**src/rtl/sum_arbiter.sv**
```systemverilog
// sum_arbiter: round-robin sharing of one saturating signed adder among NREQ
// requesters. Stage 1 arbitrates and captures the winner's operands; stage 2
// adds with clipping and presents the tagged result. A counter tracks how
// many results were clipped.
module sum_arbiter #(
   parameter int Width = 16,
   parameter int NREQ  = 4,
   parameter int IDW   = 2,
   parameter int CNTW  = 8
) (
   input  logic                    clk,
   input  logic                    rst_n,
   input  logic [NREQ-1:0]         req,
   input  logic [NREQ*Width-1:0]   a_bus,
   input  logic [NREQ*Width-1:0]   b_bus,
   output logic [NREQ-1:0]         gnt,
   output logic signed [Width-1:0] y,
   output logic                    y_valid,
   output logic [IDW-1:0]          y_id,
   output logic                    y_sat,
   output logic [CNTW-1:0]         sat_cnt,
   input  logic                    sat_clr
);

   // Saturating signed add; returns {clipped, result}.
   function automatic logic [Width:0] sat_add(input logic signed [Width-1:0] a,
                                              input logic signed [Width-1:0] b);
      logic signed [Width-1:0] s;
      logic                    ovf;
      logic                    unf;
      s   = a + b;
      ovf = !a[Width-1] && !b[Width-1] &&  s[Width-1];
      unf =  a[Width-1] &&  b[Width-1] && !s[Width-1];
      if (ovf) return {1'b1, 1'b0, {(Width-1){1'b1}}};
      if (unf) return {1'b1, 1'b1, {(Width-1){1'b0}}};
      return {1'b0, s};
   endfunction

   // Requester index base+off, wrapped modulo NREQ (off < NREQ).
   function automatic logic [IDW-1:0] next_idx(input logic [IDW-1:0] base,
                                               input int             off);
      int t;
      t = int'(base) + off;
      if (t >= NREQ) t = t - NREQ;
      return IDW'(t);
   endfunction

   logic [IDW-1:0]          ptr;
   logic [NREQ-1:0]         elig;
   logic                    found;
   logic [IDW-1:0]          sel;
   logic [IDW-1:0]          cand;

   logic signed [Width-1:0] a_p1;
   logic signed [Width-1:0] b_p1;
   logic [IDW-1:0]          id_p1;
   logic                    vld_p1;
   logic [Width:0]          add_p1;

   // Round-robin search: first eligible requester at or after ptr. A requester
   // whose grant is currently showing is skipped so it cannot be issued twice.
   always_comb begin
      elig  = req & ~gnt;
      found = 1'b0;
      sel   = '0;
      cand  = '0;
      for (int off = 0; off < NREQ; off++) begin
         cand = next_idx(ptr, off);
         if (!found && elig[cand]) begin
            found = 1'b1;
            sel   = cand;
         end
      end
   end

   // ---- stage 1: arbitration control (grant pulse, pointer, valid) ----
   always_ff @(posedge clk) begin
      if (!rst_n) begin
         gnt    <= '0;
         ptr    <= '0;
         vld_p1 <= 1'b0;
      end else begin
         vld_p1 <= found;
         gnt    <= found ? (NREQ'(1'b1) << sel) : '0;
         if (found) ptr <= next_idx(sel, 1);
      end
   end

   // Stage 1 operand/tag capture for the winning requester.
   always_ff @(posedge clk) begin
      if (found) begin
         a_p1  <= a_bus[int'(sel)*Width +: Width];
         b_p1  <= b_bus[int'(sel)*Width +: Width];
         id_p1 <= sel;
      end
   end

   assign add_p1 = sat_add(a_p1, b_p1);

   // ---- stage 2: clipped sum, tag and valid; y/y_id hold when idle ----
   always_ff @(posedge clk) begin
      if (!rst_n) begin
         y       <= '0;
         y_id    <= '0;
         y_valid <= 1'b0;
         y_sat   <= 1'b0;
      end else begin
         y_valid <= vld_p1;
         y_sat   <= vld_p1 & add_p1[Width];
         if (vld_p1) begin
            y    <= add_p1[Width-1:0];
            y_id <= id_p1;
         end
      end
   end

   // Clip-event counter: clear wins over increment, sticks at all-ones.
   always_ff @(posedge clk) begin
      if (!rst_n || sat_clr) begin
         sat_cnt <= '0;
      end else if (y_valid && y_sat && (sat_cnt != '1)) begin
         sat_cnt <= sat_cnt + 1'b1;
      end
   end

endmodule

```
**config.mk**
```make
export PLATFORM = sky130hd
export DESIGN_NAME = sum_arbiter
export DESIGN_NICKNAME = d
export VERILOG_FILES = /design/src/rtl/sum_arbiter.sv
export SDC_FILE = /design/constraint.sdc
export NUM_CORES = 1
export LEC_CHECK = 0
export BUFFER_PORTS_ARGS = -buffer_cell sky130_fd_sc_hd__buf_2
export CAP_MARGIN = 20
export CORE_MARGIN = 8
export CORE_UTILIZATION = 52
export CTS_CLUSTER_DIAMETER = 200
export DETAILED_ROUTE_END_ITERATION = 7
export PLACE_DENSITY = 0.95
export REMOVE_ABC_BUFFERS = 1
export SYNTH_ARGS = -nofsm -noshare
export SYNTH_HDL_FRONTEND = slang
export SYNTH_SLANG_ARGS = --single-unit
```
**constraint.sdc**
```tcl
create_clock -name clk -period 7.53 [get_ports clk]
set_input_delay 0.753 -clock clk [delete_from_list [all_inputs] [get_ports clk]]
set_output_delay 0.753 -clock clk [all_outputs]
set_load 0.01 [all_outputs]
```
==> results by group <==
Drt
  – Detailed Routing Iterations Pass 1: 4
  – Drt drc: 0
  – Routed wire per std cell: 16.0 um
  – Final ANT Viol Nets: 0
  – Vias per cell: 5.39
  – DR vias: around 3,600
  – Drt total wl: approximately 11 mm
  – Starting DRC count in detailed routing: 191

STA
  – Period utilization: 48.0%
  – Worst slew margin: 37.9%
  – Unrepaired setup endpoints after global routing: no
  – Setup TNS: 0 ns
  – Layout Skew: between 0.008 and 0.009 ns
  – Peak Freq: around 0.28 GHz
  – Tmin final: 3.61 ns
  – Endpoints failing hold: 0
  – Slew @ Worst Pin: around 0.93 ns
  – Final Max Slew Viols: 0
  – Setup violators final: 0

Synthesis
  – Mean Syn Cell Area: 10.6 sq um
  – Top cells by area, synth: edfxtp_1 (24%), mux2i_1 (23%), dfxtp_1 (16%), ha_1 (5.3%), a21oi_1 (2.8%)
  – Post-synth top area share: 23.9%
  – Adder-cell area share of the yosys netlist: 5.75%
  – Synth Area in Simple Gates: 10.9%
  – Mux share of post-synthesis cell area: 23.9%
  – Largest family of logic cells by synthesized area: multiplexers
  – Primary FF master, synth: dfxtp_1
  – Yosys warns: 0
  – Xor and xnor area share after synthesis: between 3 and 4%
  – Synth Cell Area: 4270 sq um
  – Compound-Gate Fraction of Synth Area: 12.6%
  – Async SR Flop Fraction: 0%
  – Synth cell types: 48
  – Area leader, netlist: edfxtp_1
  – Number of enable flip-flop cells after synthesis: 34
  – Most frequent cell after synthesis: mux2i_1
  – Top cells by count, synth: mux2i_1 (99), dfxtp_1 (35), edfxtp_1 (34)
  – Flops & latches, synth: 69
  – Seq/Total Area, Yosys: 40.4%
  – Cells after Synth: roughly 400

Critical path
  – Crit Path Max Fanout: 44
  – Critical-path cell list: buf_2, nor2b_1, nor2_1, nand3_2, nor2b_4, buf_4, mux2i_1, mux2i_1
  – Startpoint Class: input pin
  – Crit Path Class: in -> reg
  – Worst EP required: 7.61 ns
  – Critical path's slowest cell: nor2b_4
  – Cell mode on critical path: mux2i_1
  – CP peak stage delay: 0.80 ns
  – Setup crit end kind: register
  – CP arrival: 3.69 ns
  – R2r setup slk: slightly above 4 ns

Placement
  – Area after DPL: 5180 sq um
  – Dpl hpwl: 8.59 mm
  – Count of buffers from port buffering: 166
  – Routability Congestion: 0.764

Global route
  – Largest net degree at the start of global routing: 45
  – First-pass GRT wire length: 17.1 mm
  – Initial antenna violation count: 0
  – Gr usage total: 18.3%
  – Vias in the first global route: roughly 3,800
  – GRT Residual Overflow: 0

Job
  – # Max-Cap Violations: 0

Layout
  – Fin area: about 5400 sq um
  – Layout area overhead: 27.0%
  – FILL cells: 649
  – Multi-input gate area: about 2400 sq um
  – Final Net Count: slightly above 700
  – Register area: roughly 1700 sq um
  – Layout cell share with drive strength beyond 1: 36.2%
  – Diode count: 0

Clocking
  – Clock Latency Late Sink: 0.35 ns
  – CTS root buffer: clkbuf_8
  – CTS tree: built
  – # clock sinks: 69
  – Num CTS Buffers: 9
  – CTS hold repair buffers: 0
  – H-tree levels: 3
  – Post-CTS Setup Repair Bufs: 0
  – Reg clk slew, reported paths: 0.08 ns
  – CTS Buffer Depth: 2
  – # resized after CTS: 0

Floorplan
  – Die Wd: 107 um
  – FP Rows: 33
  – Die Footprint: roughly 11,000 sq um
  – I/O pin cnt: 167
  – Initial Util: 52.7%
  – Core area: approximately 8100 sq um
  – Die H: 107 um

Worst hold path
  – HP Class: reg -> reg

Status
  – Status: finished clean

Pwr
  – Pwr dens: 460 nW/um^2
  – VDD IR max: 0.197 mV
  – Pleak: between 0.002 and 0.003 uW
layout by cell type, fill, tap and decap left out, types with 3 or more instances in the layout:
master    instances
mux2i_1          99
xnor2_1           9
buf_2           166
inv_1             9
nand4_1           3
ha_1             18
nand2b_1         10
dfxtp_1          35
a21oi_2           9
a21oi_1          23
clkbuf_8          9
o21a_1            5
nand2_1          28
nor2_1           24
and2_1            3
o21ai_0          24
edfxtp_1         34
nor2b_1           7
xor2_1            9
nand3_1           4
path summary, 6_finish.rpt:
check / from / depth (start not counted) / to
max reg2reg: gnt[2] / 7 / a_p1[5]
min: id_p1[1] / 2 / y_id[1]
max: req[2] / 8 / a_p1[5]
min reg2reg: id_p1[1] / 2 / y_id[1]
per-layer routing:
layer,up-vias,global-route usage [%],wire length (um)
li1,1797,-,-
met1,1683,20.4,4260
met4,0,7.34,206
met5,-,0,0
met2,130,33.3,5740
met3,20,3.60,600
report_power, final:
| group | switching (uW) | internal (uW) | leakage (uW) |
|---|---|---|---|
| clock | 151 | 209 | 0.000119 |
| combinational | 815 | 665 | 0.00183 |
| sequential | 66.5 | 583 | 0.000644 |
sequential cells by signal, summed over array words and instances, names as in the netlist:
name and flops:
a_p1 16, sat_cnt 8, id_p1 2, y 16
vld_p1 1, y_valid 1, b_p1 16, gnt 4
ptr 2, y_sat 1, y_id 2
final cells by class:
class	instances	area share, %
Clock buffer	10	2.75
Clock inverter	6	1.69
Inverter	9	0.623
Multi-Input combinational cell	307	45.1
Sequential cell	69	31.8
Tap cell	105	2.42
Timing Repair Buffer	168	15.6
worst max-delay path, delay by kind of cell:
| kind | cells | cell delay, ns |
|---|---|---|
| buffers and inverters | 2 | 0.75 |
| multiplexers | 2 | 0.41 |
| AND/OR/NAND/NOR | 4 | 1.73 |
cell families after synthesis:
family / count (synthesis)
flops: 69
xor+xnor: 18
compound gates: 78
fa+ha+maj: 19
simple gates: 91
mux: 101
buf+inv: 27
through the flow:
| step | power [uW] | utilization [%] | setup WS (ns) | hold WS (ns) | std cells |
|---|---|---|---|---|---|
| 2_1_floorplan | 1870 | - | 0.529 | 0.457 | 385 |
| 3_3_place_gp | 2060 | 64.0 | 3.68 | 0.463 | 658 |
| 3_5_place_dp | 2130 | 64.0 | 3.48 | 0.484 | 658 |
| 4_1_cts | 2490 | 67.0 | 3.86 | 0.503 | 674 |
| 5_1_grt | 2670 | 67.0 | 3.67 | 0.518 | 674 |
| 6_report | 2490 | 67.0 | 3.92 | 0.499 | 674 |
Power figures use the tool's default switching activity.
